<file path="src/rtl/alu_pkg.sv">
// Shared opcode map, opcode classification helpers and sequencer FSM encoding
// for the ALU command sequencer.
package alu_pkg;

  localparam logic [3:0] OP_PASS = 4'b0000;
  localparam logic [3:0] OP_ADD  = 4'b0001;
  localparam logic [3:0] OP_ADC  = 4'b0010;
  localparam logic [3:0] OP_SUB  = 4'b0011;
  localparam logic [3:0] OP_SBB  = 4'b0100;
  localparam logic [3:0] OP_INC  = 4'b0101;
  localparam logic [3:0] OP_DEC  = 4'b0110;
  localparam logic [3:0] OP_AND  = 4'b1000;
  localparam logic [3:0] OP_XOR  = 4'b1001;
  localparam logic [3:0] OP_OR   = 4'b1010;
  localparam logic [3:0] OP_NOT  = 4'b1011;

  typedef enum logic [1:0] {
    ST_IDLE    = 2'd0,
    ST_ISSUE   = 2'd1,
    ST_CAPTURE = 2'd2,
    ST_RESP    = 2'd3
  } seq_state_e;

  // Opcodes whose carry/borrow out is architecturally meaningful.
  function automatic logic is_arith(input logic [3:0] op);
    return op inside {OP_ADD, OP_ADC, OP_SUB, OP_SBB, OP_INC, OP_DEC};
  endfunction

  function automatic logic is_valid_op(input logic [3:0] op);
    return op inside {OP_PASS, OP_ADD, OP_ADC, OP_SUB, OP_SBB, OP_INC, OP_DEC,
                      OP_AND, OP_XOR, OP_OR, OP_NOT};
  endfunction

endpackage

</file>
<file path="src/rtl/alu_cmd_sequencer_if.sv">
// Command, ALU-drive, response and status signals of the ALU command sequencer.
// master = the sequencer itself, slave = its environment (producer, ALU, consumer).
interface alu_cmd_sequencer_if #(
    parameter int unsigned DATA_W = 16,
    parameter int unsigned OP_W   = 4,
    parameter int unsigned TAG_W  = 4
);
    logic              cmd_valid;
    logic              cmd_ready;
    logic [OP_W-1:0]   cmd_op;
    logic [DATA_W-1:0] cmd_a;
    logic [DATA_W-1:0] cmd_b;
    logic              cmd_cin;
    logic              cmd_use_flag;
    logic [TAG_W-1:0]  cmd_tag;

    logic [OP_W-1:0]   alu_op_code;
    logic [DATA_W-1:0] alu_a_in;
    logic [DATA_W-1:0] alu_b_in;
    logic              alu_cin;
    logic [DATA_W-1:0] alu_y_out;
    logic              alu_cout;

    logic              rsp_valid;
    logic              rsp_ready;
    logic [DATA_W-1:0] rsp_y;
    logic              rsp_cout;
    logic [TAG_W-1:0]  rsp_tag;
    logic              rsp_err;

    logic              flag_c;
    logic              busy;

    modport master (
        input  cmd_valid, cmd_op, cmd_a, cmd_b, cmd_cin, cmd_use_flag, cmd_tag,
        output cmd_ready,
        output alu_op_code, alu_a_in, alu_b_in, alu_cin,
        input  alu_y_out, alu_cout,
        output rsp_valid, rsp_y, rsp_cout, rsp_tag, rsp_err,
        input  rsp_ready,
        output flag_c, busy
    );

    modport slave (
        output cmd_valid, cmd_op, cmd_a, cmd_b, cmd_cin, cmd_use_flag, cmd_tag,
        input  cmd_ready,
        input  alu_op_code, alu_a_in, alu_b_in, alu_cin,
        output alu_y_out, alu_cout,
        input  rsp_valid, rsp_y, rsp_cout, rsp_tag, rsp_err,
        output rsp_ready,
        input  flag_c, busy
    );
endinterface

</file>
<file path="src/rtl/alu_seq_fifo.sv">
// Command FIFO for the ALU sequencer: registered storage, wrapping pointers,
// count-based full/empty. Simultaneous push and pop leave the count unchanged.
module alu_seq_fifo #(
    parameter int unsigned WIDTH = 42,
    parameter int unsigned DEPTH = 4
) (
    input  logic             clk,
    input  logic             reset_n,
    input  logic             i_push,
    input  logic [WIDTH-1:0] i_wdata,
    input  logic             i_pop,
    output logic [WIDTH-1:0] o_rdata,
    output logic             o_full,
    output logic             o_empty
);
    localparam int unsigned AW = (DEPTH > 1) ? $clog2(DEPTH) : 1;
    localparam logic [AW:0] FULL_CNT = (AW + 1)'(DEPTH);

    logic [WIDTH-1:0] r_mem [DEPTH];
    logic [AW-1:0]    r_wr_ptr;
    logic [AW-1:0]    r_rd_ptr;
    logic [AW:0]      r_count;

    // NOTE: storage is deliberately left out of reset; only pointers and count
    // define validity, and keeping the array reset-free lets it map to plain RAM.
    always_ff @(posedge clk) begin
        if (i_push) r_mem[r_wr_ptr] <= i_wdata;
    end

    always_ff @(posedge clk or negedge reset_n) begin
        if (!reset_n) begin
            r_wr_ptr <= '0;
            r_rd_ptr <= '0;
            r_count  <= '0;
        end else begin
            if (i_push) r_wr_ptr <= r_wr_ptr + AW'(1);
            if (i_pop)  r_rd_ptr <= r_rd_ptr + AW'(1);
            case ({i_push, i_pop})
                2'b10:   r_count <= r_count + (AW + 1)'(1);
                2'b01:   r_count <= r_count - (AW + 1)'(1);
                default: r_count <= r_count;
            endcase
        end
    end

    assign o_rdata = r_mem[r_rd_ptr];
    assign o_full  = (r_count == FULL_CNT);
    assign o_empty = (r_count == '0);
endmodule

</file>
<file path="src/rtl/alu_cmd_sequencer.sv">
// Issues buffered, tagged commands one at a time to a registered ALU, captures
// the result after its 1-cycle latency and returns it; keeps the carry flag.
module alu_cmd_sequencer
    import alu_pkg::*;
#(
    parameter int unsigned DATA_W = 16,
    parameter int unsigned OP_W   = 4,
    parameter int unsigned DEPTH  = 4,
    parameter int unsigned TAG_W  = 4
) (
    input  logic                 clk,
    input  logic                 reset_n,
    alu_cmd_sequencer_if.master  bus
);
    localparam int unsigned CMD_W = OP_W + 2 * DATA_W + 2 + TAG_W;

    seq_state_e r_state, w_state_next;

    logic [CMD_W-1:0]  w_fifo_rdata;
    logic              w_full, w_empty, w_push;
    logic              w_pop, w_capture, w_rsp_done, w_alu_clear;
    logic              w_flag_next, w_cin_sel;

    logic [OP_W-1:0]   w_head_op;
    logic [DATA_W-1:0] w_head_a, w_head_b;
    logic              w_head_cin, w_head_use_flag;
    logic [TAG_W-1:0]  w_head_tag;

    logic [OP_W-1:0]   r_alu_op;
    logic [DATA_W-1:0] r_alu_a, r_alu_b;
    logic              r_alu_cin;
    logic [TAG_W-1:0]  r_tag;
    logic              r_flag_c;
    logic              r_rsp_valid, r_rsp_cout, r_rsp_err;
    logic [DATA_W-1:0] r_rsp_y;
    logic [TAG_W-1:0]  r_rsp_tag;

    assign w_push = bus.cmd_valid & bus.cmd_ready;

    alu_seq_fifo #(.WIDTH(CMD_W), .DEPTH(DEPTH)) u_fifo (
        .clk     (clk),
        .reset_n (reset_n),
        .i_push  (w_push),
        .i_wdata ({bus.cmd_op, bus.cmd_a, bus.cmd_b, bus.cmd_cin,
                   bus.cmd_use_flag, bus.cmd_tag}),
        .i_pop   (w_pop),
        .o_rdata (w_fifo_rdata),
        .o_full  (w_full),
        .o_empty (w_empty)
    );

    assign {w_head_op, w_head_a, w_head_b, w_head_cin, w_head_use_flag,
            w_head_tag} = w_fifo_rdata;

    // NOTE: state registers use non-blocking assignment so every flop samples
    // pre-edge values, independent of the order the always blocks execute in.
    always_ff @(posedge clk or negedge reset_n) begin
        if (!reset_n) r_state <= ST_IDLE;
        else          r_state <= w_state_next;
    end

    // NOTE: defaulting every comb output first keeps these blocks latch-free.
    always_comb begin
        w_state_next = r_state;
        case (r_state)
            ST_IDLE:    if (!w_empty) w_state_next = ST_ISSUE;
            ST_ISSUE:   w_state_next = ST_CAPTURE;
            ST_CAPTURE: w_state_next = ST_RESP;
            ST_RESP:    if (bus.rsp_ready) w_state_next = w_empty ? ST_IDLE : ST_ISSUE;
            default:    w_state_next = ST_IDLE;
        endcase
    end

    always_comb begin
        w_pop       = 1'b0;
        w_capture   = 1'b0;
        w_rsp_done  = 1'b0;
        w_alu_clear = 1'b0;
        case (r_state)
            ST_IDLE:    w_pop = !w_empty;
            ST_CAPTURE: w_capture = 1'b1;
            ST_RESP: begin
                w_rsp_done  = bus.rsp_ready;
                w_pop       = bus.rsp_ready & !w_empty;
                w_alu_clear = bus.rsp_ready & w_empty;
            end
            default: ;
        endcase
    end

    // Forwarding the next flag value lets a carry written on the pop edge reach cin.
    assign w_flag_next = (w_capture && is_arith(r_alu_op)) ? bus.alu_cout : r_flag_c;
    assign w_cin_sel   = w_head_use_flag ? w_flag_next : w_head_cin;

    always_ff @(posedge clk or negedge reset_n) begin
        if (!reset_n) begin
            r_alu_op    <= '0;
            r_alu_a     <= '0;
            r_alu_b     <= '0;
            r_alu_cin   <= 1'b0;
            r_tag       <= '0;
            r_flag_c    <= 1'b0;
            r_rsp_valid <= 1'b0;
            r_rsp_y     <= '0;
            r_rsp_cout  <= 1'b0;
            r_rsp_tag   <= '0;
            r_rsp_err   <= 1'b0;
        end else begin
            if (w_pop) begin
                r_alu_op  <= w_head_op;
                r_alu_a   <= w_head_a;
                r_alu_b   <= w_head_b;
                r_alu_cin <= w_cin_sel;
                r_tag     <= w_head_tag;
            end else if (w_alu_clear) begin
                r_alu_op  <= '0;
                r_alu_a   <= '0;
                r_alu_b   <= '0;
                r_alu_cin <= 1'b0;
            end

            r_flag_c <= w_flag_next;

            if (w_capture) begin
                r_rsp_valid <= 1'b1;
                r_rsp_y     <= bus.alu_y_out;
                r_rsp_cout  <= bus.alu_cout;
                r_rsp_tag   <= r_tag;
                r_rsp_err   <= !is_valid_op(r_alu_op);
            end else if (w_rsp_done) begin
                r_rsp_valid <= 1'b0;
            end
        end
    end

    assign bus.cmd_ready   = !w_full;
    assign bus.alu_op_code = r_alu_op;
    assign bus.alu_a_in    = r_alu_a;
    assign bus.alu_b_in    = r_alu_b;
    assign bus.alu_cin     = r_alu_cin;
    assign bus.rsp_valid   = r_rsp_valid;
    assign bus.rsp_y       = r_rsp_y;
    assign bus.rsp_cout    = r_rsp_cout;
    assign bus.rsp_tag     = r_rsp_tag;
    assign bus.rsp_err     = r_rsp_err;
    assign bus.flag_c      = r_flag_c;
    assign bus.busy        = (r_state != ST_IDLE) || !w_empty;
endmodule

</file>
<file path="src/flat_wrapper.sv">
// flat-port wrapper written by rule: the top's interface ports become plain ports
module alu_cmd_sequencer_flat import alu_pkg::*;
#(
    parameter int unsigned DATA_W = 16,
    parameter int unsigned OP_W   = 4,
    parameter int unsigned DEPTH  = 4,
    parameter int unsigned TAG_W  = 4
)
  (clk, reset_n, bus_cmd_valid, bus_cmd_op, bus_cmd_a, bus_cmd_b, bus_cmd_cin, bus_cmd_use_flag, bus_cmd_tag, bus_cmd_ready, bus_alu_op_code, bus_alu_a_in, bus_alu_b_in, bus_alu_cin, bus_alu_y_out, bus_alu_cout, bus_rsp_valid, bus_rsp_y, bus_rsp_cout, bus_rsp_tag, bus_rsp_err, bus_rsp_ready, bus_flag_c, bus_busy);
  alu_cmd_sequencer_if #(.DATA_W(DATA_W), .OP_W(OP_W), .TAG_W(TAG_W)) bus_i ();
  input  logic clk;
  input  logic reset_n;
  input wire logic [$bits(bus_i.cmd_valid)-1:0] bus_cmd_valid;
  input wire logic [$bits(bus_i.cmd_op)-1:0] bus_cmd_op;
  input wire logic [$bits(bus_i.cmd_a)-1:0] bus_cmd_a;
  input wire logic [$bits(bus_i.cmd_b)-1:0] bus_cmd_b;
  input wire logic [$bits(bus_i.cmd_cin)-1:0] bus_cmd_cin;
  input wire logic [$bits(bus_i.cmd_use_flag)-1:0] bus_cmd_use_flag;
  input wire logic [$bits(bus_i.cmd_tag)-1:0] bus_cmd_tag;
  output wire logic [$bits(bus_i.cmd_ready)-1:0] bus_cmd_ready;
  output wire logic [$bits(bus_i.alu_op_code)-1:0] bus_alu_op_code;
  output wire logic [$bits(bus_i.alu_a_in)-1:0] bus_alu_a_in;
  output wire logic [$bits(bus_i.alu_b_in)-1:0] bus_alu_b_in;
  output wire logic [$bits(bus_i.alu_cin)-1:0] bus_alu_cin;
  input wire logic [$bits(bus_i.alu_y_out)-1:0] bus_alu_y_out;
  input wire logic [$bits(bus_i.alu_cout)-1:0] bus_alu_cout;
  output wire logic [$bits(bus_i.rsp_valid)-1:0] bus_rsp_valid;
  output wire logic [$bits(bus_i.rsp_y)-1:0] bus_rsp_y;
  output wire logic [$bits(bus_i.rsp_cout)-1:0] bus_rsp_cout;
  output wire logic [$bits(bus_i.rsp_tag)-1:0] bus_rsp_tag;
  output wire logic [$bits(bus_i.rsp_err)-1:0] bus_rsp_err;
  input wire logic [$bits(bus_i.rsp_ready)-1:0] bus_rsp_ready;
  output wire logic [$bits(bus_i.flag_c)-1:0] bus_flag_c;
  output wire logic [$bits(bus_i.busy)-1:0] bus_busy;
  assign bus_i.cmd_valid = bus_cmd_valid;
  assign bus_i.cmd_op = bus_cmd_op;
  assign bus_i.cmd_a = bus_cmd_a;
  assign bus_i.cmd_b = bus_cmd_b;
  assign bus_i.cmd_cin = bus_cmd_cin;
  assign bus_i.cmd_use_flag = bus_cmd_use_flag;
  assign bus_i.cmd_tag = bus_cmd_tag;
  assign bus_cmd_ready = bus_i.cmd_ready;
  assign bus_alu_op_code = bus_i.alu_op_code;
  assign bus_alu_a_in = bus_i.alu_a_in;
  assign bus_alu_b_in = bus_i.alu_b_in;
  assign bus_alu_cin = bus_i.alu_cin;
  assign bus_i.alu_y_out = bus_alu_y_out;
  assign bus_i.alu_cout = bus_alu_cout;
  assign bus_rsp_valid = bus_i.rsp_valid;
  assign bus_rsp_y = bus_i.rsp_y;
  assign bus_rsp_cout = bus_i.rsp_cout;
  assign bus_rsp_tag = bus_i.rsp_tag;
  assign bus_rsp_err = bus_i.rsp_err;
  assign bus_i.rsp_ready = bus_rsp_ready;
  assign bus_flag_c = bus_i.flag_c;
  assign bus_busy = bus_i.busy;
  alu_cmd_sequencer #(.DATA_W(DATA_W), .OP_W(OP_W), .DEPTH(DEPTH), .TAG_W(TAG_W)) u_core (.clk(clk), .reset_n(reset_n), .bus(bus_i));
endmodule
</file>
<file path="config.mk">
export PLATFORM = sky130hd
export DESIGN_NAME = alu_cmd_sequencer_flat
export DESIGN_NICKNAME = d
export VERILOG_FILES = /design/src/rtl/alu_pkg.sv /design/src/rtl/alu_cmd_sequencer_if.sv /design/src/rtl/alu_seq_fifo.sv /design/src/rtl/alu_cmd_sequencer.sv /design/src/flat_wrapper.sv
export SDC_FILE = /design/constraint.sdc
export NUM_CORES = 1
export LEC_CHECK = 0
export CAP_MARGIN = 20
export CORE_ASPECT_RATIO = 2
export CORE_MARGIN = 5
export CORE_UTILIZATION = 30
export DETAILED_ROUTE_END_ITERATION = 16
export MAX_ROUTING_LAYER = met4
export PLACE_DENSITY = 0.51
export REMOVE_ABC_BUFFERS = 1
export SLEW_MARGIN = 20
export SYNTH_ARGS = -nofsm -noshare
export SYNTH_HDL_FRONTEND = slang
export SYNTH_SLANG_ARGS = --single-unit
</file>
<file path="constraint.sdc">
create_clock -name clk -period 6.8 [get_ports clk]
set_clock_uncertainty 0.1 [all_clocks]
set_input_delay 1.36 -clock clk [delete_from_list [all_inputs] [get_ports clk]]
set_output_delay 1.36 -clock clk [all_outputs]
set_load 0.02 [all_outputs]
</file>
==> flow_metrics.tcl <==
set metrics [dict create \
    drt_pass1_iterations 4 \
    cts.repair.resized 0 \
    critical_path_end_type "output pin" \
    cts_root_buffer "sky130_fd_sc_hd__clkbuf_16" \
    timing.critical_path.cells "nor3_1, nand2_1, clkdlybuf4s50_1" \
    min_to "u_core.bus.rsp_valid$_DFFE_PN0P_" \
    number_of_antenna_violations_at_the_first_check_in_global_routing 1 \
    synth_edf_count 168 \
    grt_start_max_net_pins 75 \
    grtUsageTotal_pct 11.1 \
    worst-path-max-fanout 5 \
    finalSetupViolations 0 \
    regToRegStartpoint "u_core.r_state[0]$_DFFE_PN0P_" \
    setup.worst_path.start_class "flip-flop" \
    drcViolationCount 0 \
    tightestPinTransition_ns 0.922 \
    final_nets 645 \
    vias 4544 \
    p_leak_nw 4.09 \
    async_flop_share_pct 30.6 \
    gp_routability_congestion 0.679 \
    crit-reg2reg-capture "u_core.u_fifo.r_count[2]$_DFFE_PN0P_" \
    max-vdd-ir-drop_mv 0.200 \
    cts-htree-levels 1 \
    routed_wire_length_per_instance_um 19.1 \
    cp_slowest_stage_delay_ns 0.55 \
    ff2ff_path_depth 10 \
    initial_core_util_pct 30.2 \
    powerDensity_nw_per_um2 473 \
    fraction_of_final_layout_cells_sized_beyond_drive_strength_1_pct 20.5 \
    mappedNetlistArea_um2 9040 \
    floorplan.die_area_um2 33900 \
    die_w_um 133 \
    setup.worst_path.class "reg -> out" \
    cts_tree "built" \
    achievable-frequency_ghz 0.284 \
    postCtsSetupBuffers 0 \
    grt_first_pass_wirelength_um 29000 \
    synth_sequential_area_ratio_pct 76.2 \
    wl_um 18300 \
    hold_path_startpoint "u_core.bus.rsp_valid$_DFFE_PN0P_" \
    cpLargestDelayFamily "simple AND/OR/NAND/NOR gates" \
    postRouteAntennaNets 0 \
    worst_hold_path.num_cells 1 \
    via_per_inst 4.74 \
    syn_to_final_growth_pct 27.4 \
    io_pins 126 \
    yosys_warnings 0 \
    maxSlewViolCount 0 \
    fin_util_pct 38.5 \
    synth_cell_types 35 \
    postSynthRegisterBits 242 \
    final.period_utilization_pct 51.8 \
    grt_pass1_vias 4911 \
    finalHoldViolations 0 \
    clkSinkCount 242 \
    cts_hold_repair.buffers 0 \
    worstHoldPathType "reg -> reg" \
    core_box_area_um2 30000 \
    placement.io_buffers 125 \
    dr.first_iter.drc_count 232 \
    sum_of_buffers_and_inverters_on_the_critical_path 1 \
    cap_viol_max_count 0 \
    numCtsBuffers 25 \
    synthCells 434 \
    clk_latency_ns 0.50 \
    synth_top_flop_cell "sky130_fd_sc_hd__edfxtp_1" \
    finalWorstPathRequiredPeriod_ns 3.52 \
    synth.avg_cell_area_um2 20.8 \
    fin_setup_tns_ns 0 \
    r2r_slack_ns 3.92 \
    place.detailed.hpwl_um 11100 \
    die_h_um 256 \
    grt.overflow.total 0 \
    grt_setup_unrepaired "no" \
    rel_slew_slack_pct 38.5 \
    clock_tree_buf_depth 3 \
    worst-endpoint-required_ns 5.34 \
    critical_path_top_delay_cell "sky130_fd_sc_hd__clkdlybuf4s50_1" \
    clk_pin_slew_worst_paths_ns 0.06 \
    timing.critical_path.arrival_ns 2.06 \
    outcome "complete, no violations" \
    row_count 90 \
]
==> sequential cells by signal, summed over array words and instances, names as in the netlist, 2 cells and up <==
signal,cells
u_core.bus.rsp_tag,4
u_core.bus.alu_b_in,16
u_core.r_state,2
u_core.r_tag,4
u_core.bus.alu_a_in,16
u_core.u_fifo.r_mem,168
u_core.bus.rsp_y,16
u_core.u_fifo.r_wr_ptr,2
u_core.u_fifo.r_rd_ptr,2
u_core.u_fifo.r_count,3
u_core.bus.alu_op_code,4
==> worst reg2reg max path: cells and delay by family (launching register included) <==
kind	cells	cell delay [ns]
AND/OR/NAND/NOR	2	0.31
flip-flops	1	0.37
adder cells (fa/ha/maj)	3	1.05
buffers and inverters	3	0.68
XOR/XNOR	2	0.32
==> cells in the mapped netlist (2+ instances only) <==
cell / instances / area share [%]
sky130_fd_sc_hd__nand2_1: 6 / 0.25
sky130_fd_sc_hd__nand3_1: 2 / 0.11
sky130_fd_sc_hd__o21ai_0: 6 / 0.33
sky130_fd_sc_hd__and3_1: 4 / 0.28
sky130_fd_sc_hd__buf_2: 7 / 0.39
sky130_fd_sc_hd__mux4_2: 42 / 10
sky130_fd_sc_hd__ha_1: 9 / 1.2
sky130_fd_sc_hd__buf_1: 2 / 0.083
sky130_fd_sc_hd__xnor2_1: 3 / 0.29
sky130_fd_sc_hd__edfxtp_1: 168 / 56
sky130_fd_sc_hd__mux2_2: 26 / 3.2
sky130_fd_sc_hd__inv_1: 10 / 0.42
sky130_fd_sc_hd__buf_6: 4 / 0.50
sky130_fd_sc_hd__clkbuf_1: 8 / 0.33
sky130_fd_sc_hd__xor2_1: 3 / 0.29
sky130_fd_sc_hd__a22o_1: 37 / 3.6
sky130_fd_sc_hd__a21oi_1: 4 / 0.22
sky130_fd_sc_hd__dfrtp_1: 74 / 20
sky130_fd_sc_hd__nor3_1: 2 / 0.11
sky130_fd_sc_hd__a21o_1: 2 / 0.17
==> metrics by stage <==
stage / setup WS [ns] / hold slack, ns / power (mW) / cell area (um2) / std cells
2_1_floorplan: 3.13 / 0.363 / 3.42 / 8930 / 413
3_3_place_gp: 2.85 / 0.366 / 4.17 / 10700 / 913
3_5_place_dp: 2.81 / 0.371 / 4.20 / 10700 / 913
4_1_cts: 3.20 / 0.385 / 5.56 / 11500 / 958
5_1_grt: 3.05 / 0.397 / 5.78 / 11500 / 959
6_report: 3.28 / 0.382 / 5.45 / 11500 / 959
==> area by class of cell <==
| type | count | area (um2) |
|---|---|---|
| well taps | 368 | 460 |
| inverters | 10 | 37.5 |
| clock buffers | 37 | 721 |
| multi-input cells | 161 | 2000 |
| diodes | 1 | 2.50 |
| clock inverters | 8 | 92.6 |
| repair buffers | 132 | 1310 |
| flip-flops and latches | 242 | 6900 |
| fillers | 2739 | 18400 |
==> how the worst max path moves through the flow <==
| stage | to | cells after the start | start | slack [ns] |
|---|---|---|---|---|
| 2_1_floorplan | u_core.u_fifo.r_count[2]$_DFFE_PN0P_ | 8 | bus_rsp_ready | 3.13 |
| 3_3_place_gp | u_core.u_fifo.r_count[2]$_DFFE_PN0P_ | 10 | bus_rsp_ready | 2.85 |
| 3_5_place_dp | u_core.u_fifo.r_count[2]$_DFFE_PN0P_ | 10 | bus_rsp_ready | 2.81 |
| 4_1_cts | bus_busy | 3 | u_core.u_fifo.r_count[2]$_DFFE_PN0P_ | 3.20 |
| 5_1_grt | bus_busy | 3 | u_core.u_fifo.r_count[2]$_DFFE_PN0P_ | 3.05 |
| 6_report | bus_busy | 3 | u_core.u_fifo.r_count[1]$_DFFE_PN0P_ | 3.28 |
==> routing by layer <==
metal  track usage (%)  wire [um]
met1              14.9       8430
met2              17.3       8600
met3              2.42       1070
met4              2.86        239
met5                 -          0
==> kinds of logic after synthesis <==
kind of cell             count (synthesis)  synth area share (%)
AO/OA/AOI/OAI                           55                  4.86
XOR/XNOR                                 6                 0.581
adder cells (fa/ha/maj)                 10                  1.47
buffers and inverters                   31                  1.72
flip-flops                             242                  76.2
multiplexers                            68                  13.7
AND/OR/NAND/NOR                         22                  1.44
==> placed cells by master, fill, tap and decap left out, drive strengths merged, types with 3 or more instances in the layout <==
cell type | Yosys | routed
xor2 | 3 | 3
clkbuf | 8 | 37
dfrtp | 74 | 74
a21oi | 4 | 4
and3 | 4 | 4
a22o | 37 | 37
clkinv | 0 | 6
clkdlybuf4s50 | 0 | 124
ha | 9 | 9
nand2 | 6 | 6
buf | 13 | 8
nor3 | 3 | 3
o21ai | 6 | 6
edfxtp | 168 | 168
xnor2 | 3 | 3
mux4 | 42 | 42
inv | 10 | 10
mux2 | 26 | 26
==> power by group <==
part	switching, mW	internal [mW]
logic	0.890	0.930
clock network	0.528	0.807
registers	0.269	2.03
Note: power is estimated with default switching activity, not from simulation.
==> RTL change 1 (config.mk and constraints unchanged) <==
`DEPTH` is set to 4 in 3 places; all go to 2.
--- a/src/rtl/alu_seq_fifo.sv
+++ b/src/rtl/alu_seq_fifo.sv
@@ -2,7 +2,7 @@
 // count-based full/empty. Simultaneous push and pop leave the count unchanged.
 module alu_seq_fifo #(
     parameter int unsigned WIDTH = 42,
-    parameter int unsigned DEPTH = 4
+    parameter int unsigned DEPTH = 2
 ) (
     input  logic             clk,
     input  logic             reset_n,
--- a/src/rtl/alu_cmd_sequencer.sv
+++ b/src/rtl/alu_cmd_sequencer.sv
@@ -5,7 +5,7 @@
 #(
     parameter int unsigned DATA_W = 16,
     parameter int unsigned OP_W   = 4,
-    parameter int unsigned DEPTH  = 4,
+    parameter int unsigned DEPTH  = 2,
     parameter int unsigned TAG_W  = 4
 ) (
     input  logic                 clk,
--- a/src/flat_wrapper.sv
+++ b/src/flat_wrapper.sv
@@ -3,7 +3,7 @@
 #(
     parameter int unsigned DATA_W = 16,
     parameter int unsigned OP_W   = 4,
-    parameter int unsigned DEPTH  = 4,
+    parameter int unsigned DEPTH  = 2,
     parameter int unsigned TAG_W  = 4
 )
   (clk, reset_n, bus_cmd_valid, bus_cmd_op, bus_cmd_a, bus_cmd_b, bus_cmd_cin, bus_cmd_use_flag, bus_cmd_tag, bus_cmd_ready, bus_alu_op_code, bus_alu_a_in, bus_alu_b_in, bus_alu_cin, bus_alu_y_out, bus_alu_cout, bus_rsp_valid, bus_rsp_y, bus_rsp_cout, bus_rsp_tag, bus_rsp_err, bus_rsp_ready, bus_flag_c, bus_busy);
Check against the original RTL: not equivalent (a bounded check fails within 4 cycles, from zero or initial values and one cycle with reset_n low).
==> RTL change 1 against the unedited design <==
Global-route usage grew 1.2 points; worst setup slack improved by 190 ps; power shrank 29%; synthesized area decreased by 36%; via count down 29%; count of clock-buffer cells in the layout down 15; sequential cell count is 87 lower; routed wire length decreased by 30%; final area down 31%.
==> RTL change 1: results (changes against the unedited design) <==
metric	value	unit	change
p_leak	2.98	nW	-27%
cpPeakStageDelay	570	ps	+20 ps
ir_drop	0.000177	V	-12%
slew_headroom	38.5	%	-0.076 points
cts-root-buf	clkbuf_16		
synth_edf_count	84		-50%
yosys-top-cells-area	edfxtp_1 (43%), dfrtp_1 (31%), mux2i_1 (6.9%), mux2_2 (4.3%), o2bb2ai_1 (3.9%)		
viasPerCell	4.41		-6.9%
async_flop_share	45.8	%	+15 points
largest_reg_flops	84		-50%
status	complete, no violations		
numCtsBuffers	17		-32%
setup.worst_path.start	bus_rsp_ready		
grt_pass1_vias	3609		-27%
gp_congestion	0.753		+11%
crit_arrival	3540	ps	+1480 ps
diodes	0		-1
synth_common_cells	edfxtp_1 (84), dfrtp_1 (71), mux2i_1 (40)		
critPathMaxFanout	46		+41
postCtsSetupRepairBufs	0		unchanged
nets	530		-18%
grtUsageTotal	12.3	%	+1.2 points
crit_slowest_cell	clkdlybuf4s50_1		
first_iter_violations	95		-59%
antenna_found_initial	0		-1
yosys.area.top_type_share	43.3	%	-12 points
hold_path_class	reg -> reg		
synth.yosys.seq_area_share	73.9	%	-2.4 points
port_buffers	125		unchanged
ys_warn_count	0		unchanged
clock_latency	420	ps	-80 ps
min-delay-start	u_core.bus.rsp_valid		
drive_gt1_share	15.4	%	-5.1 points
holdBufCountCts	0		unchanged
routedWlPerCell	17.5	µm	-8.4%
dp_hpwl	8480	µm	-23%
grt_pass1_wl	19700	µm	-32%
grt_max_degree	72		-4.0%
clock_path_buffers	2		-1
clkTransAtPathRegs	60	ps	about the same
cts_resized	0		unchanged
synth_cell_types	35		unchanged
htree_levels	4		+3
regMostFlops	u_core.u_fifo.r_mem		
cp_top_family	buffers and inverters		
drt-pass1-iter-count	4		unchanged
-- RTL change 1: cell types whose count changed after synthesis, moves of 10 or more --
cell	unedited run	this run
edfxtp_1	168	84
mux4_2	42	0
mux2i_1	0	40
a22o_1	37	0
o2bb2ai_1	0	26
o2bb2ai_2	0	10
-- RTL change 1: power breakdown --
part / internal [mW] / total [mW] / switching [mW]
clock network: 0.543 / 0.906 / 0.364
registers: 1.34 / 1.54 / 0.206
logic: 0.683 / 1.42 / 0.736
total: 2.56 / 3.87 / 1.30
-- RTL change 1: area by class of cell --
class / instances / area, µm²
clock inverters: 10 / 90.1
well taps: 259 / 324
fillers: 1776 / 11300
clock buffers: 22 / 485
repair buffers: 130 / 1290
inverters: 4 / 20.0
multi-input cells: 154 / 1420
flip-flops and latches: 155 / 4300
-- RTL change 1: worst paths after layout --
kind                                                to  slack [ps]  cells after the start
worst max-delay path                u_core.bus.alu_cin        3470                      8
worst min-delay path              u_core.bus.rsp_valid         380                      1
worst max register to register      u_core.bus.alu_cin        4280                      8
worst min register to register    u_core.bus.rsp_valid         380                      1
max in group asynchronous       u_core.u_fifo.r_rd_ptr        4970                      1
min in group asynchronous          u_core.bus.rsp_y[8]         970                      1
-- RTL change 1: through the flow --
step                      utilization (%)  std cells  setup slack [ps]  instance area, µm²  power [mW]
after global placement               38.3        702              3020                7350        2.98
after floorplan                         -        313              3030                5730        2.38
after CTS                            41.3        734              3460                7930        3.95
after detailed placement             38.3        702              3000                7350        3.03
final                                41.3        734              3470                7930        3.87
after global routing                 41.3        734              3320                7930        4.10
-- RTL change 1: metal layers --
metal	global-route usage (%)	wire (µm)
met5	-	0
met4	5.46	274
met3	2.61	414
met2	22.8	7610
met1	12.2	4560
-- RTL change 1: cells by family (layout without fill, tap and decap cells) --
family,count (synthesis),after routing,share of synthesized area (%)
flip-flops,155,155,73.9
multiplexers,62,62,11.1
AO/OA/AOI/OAI,54,54,8.47
AND/OR/NAND/NOR,28,28,2.73
buffers and inverters,20,166,1.98
adder cells (fa/ha/maj),5,5,1.07
XOR/XNOR,5,5,0.752
==> RTL change 2 (same flow settings) <==
Without the edit above. The 4 states of `seq_state_e` get a one-hot encoding in 4 bits.
--- a/src/rtl/alu_pkg.sv
+++ b/src/rtl/alu_pkg.sv
@@ -14,11 +14,11 @@
   localparam logic [3:0] OP_OR   = 4'b1010;
   localparam logic [3:0] OP_NOT  = 4'b1011;
 
-  typedef enum logic [1:0] {
-    ST_IDLE    = 2'd0,
-    ST_ISSUE   = 2'd1,
-    ST_CAPTURE = 2'd2,
-    ST_RESP    = 2'd3
+  typedef enum logic [3:0] {
+    ST_IDLE    = 4'b0001,
+    ST_ISSUE   = 4'b0010,
+    ST_CAPTURE = 4'b0100,
+    ST_RESP    = 4'b1000
   } seq_state_e;
 
   // Opcodes whose carry/borrow out is architecturally meaningful.
Formal check against the unedited RTL: same outputs for any inputs over 4 cycles, from zero or initial values and one cycle with reset_n low; so few cycles prove little.
==> RTL change 2 against the unedited design <==
Worst setup slack worse by 310 ps; synthesized area is 0.98% higher; first-iteration DRC count decreased by 9.5%; clock power rose by 9%; power up 3.3%; sequential cell count increased by 2; routed wire length rose by 8.7%; final area is 0.97% higher; critical path type unchanged; highest routed layer unchanged.
==> RTL change 2: results (changes against the unedited design) <==
metric	value	unit	change
drive_gt1_share	21.4	%	+0.86 points
final_cells	953		-0.63%
dp_hpwl	12000	µm	+8.4%
hold_slack	402	ps	+20.3 ps
numCtsBuffers	23		-8.0%
synth_common_cells	edfxtp_1 (168), dfrtp_1 (75), mux4_2 (42)		
p_leak	4.13	nW	+1.1%
status	complete, no violations		
dp_cells	912		-0.11%
reg2reg_depth	9		-1
grtUsageTotal	12.1	%	+1.0 points
tightest_slew	943	ps	+20.7 ps
viasPerCell	4.77		+0.74%
grt_max_degree	57		-24%
hold_path_end	u_core.bus.rsp_y[9]		
crit_slowest_cell	nor3_1		
diodes	0		-1
dp_slack	2450	ps	-364 ps
post_dp_cell_area	10800	µm²	+0.65%
antenna_found_initial	0		-1
grt_use_met2	23.1	%	+5.8 points
p_int	3.89	mW	+3.4%
cpPeakStageDelay	670	ps	+120 ps
gp_congestion	0.701		+3.2%
yosys-top-cells-area	edfxtp_1 (55%), dfrtp_1 (21%), mux4_2 (10%), a22o_1 (3.5%), mux2_2 (3.2%)		
setup.worst_path.start	u_core.u_fifo.r_count[0]		
route.met2.wl	11400	µm	+33%
muxShareOfSynthArea	13.9	%	+0.20 points
met1_usage	12.3	%	-2.7 points
min-delay-start	u_core.bus.rsp_y[9]		
grt_pass1_vias	5259		+7.1%
wl_met1	7210	µm	-15%
async_flop_share	31.1	%	+0.57 points
setup_slack	2970	ps	-311 ps
critPathMaxFanout	6		+1
synthAdderAreaFrac	0.904	%	-0.56 points
met3_usage	1.80	%	-0.61 points
[RTL change 2: cell count changes in the layout (fill, tap and decap cells not counted), sizes merged, moves of 2 or more]
cell / change
nand3b: +2
clkinvlp: +2
clkinv: -5
o21ai: -4
mux2i: +3
a2111oi: +2
bufinv: +5
nor2: +4
ha: -4
clkbuf: -7
nand2: -3
[RTL change 2: power by group through the flow]
| stage | sequential (mW) | clock [mW] | combinational [mW] |
|---|---|---|---|
| final | 2.40 | 1.46 | 1.76 |
| after global routing | 2.47 | 1.55 | 1.91 |
| after CTS | 2.43 | 1.51 | 1.82 |
| after detailed placement | 2.45 | 0 | 1.81 |
| after global placement | 2.43 | 0 | 1.79 |
| after floorplan | 2.54 | 0 | 0.910 |
[RTL change 2: final cells by class]
cell class | count | area (µm²)
clock buffer | 30 | 622
clock inverter | 11 | 239
fill | 2742 | 18500
inverter | 9 | 33.8
multi-input combinational | 159 | 2020
sequential | 244 | 6960
tap | 368 | 460
timing repair buffer | 132 | 1300
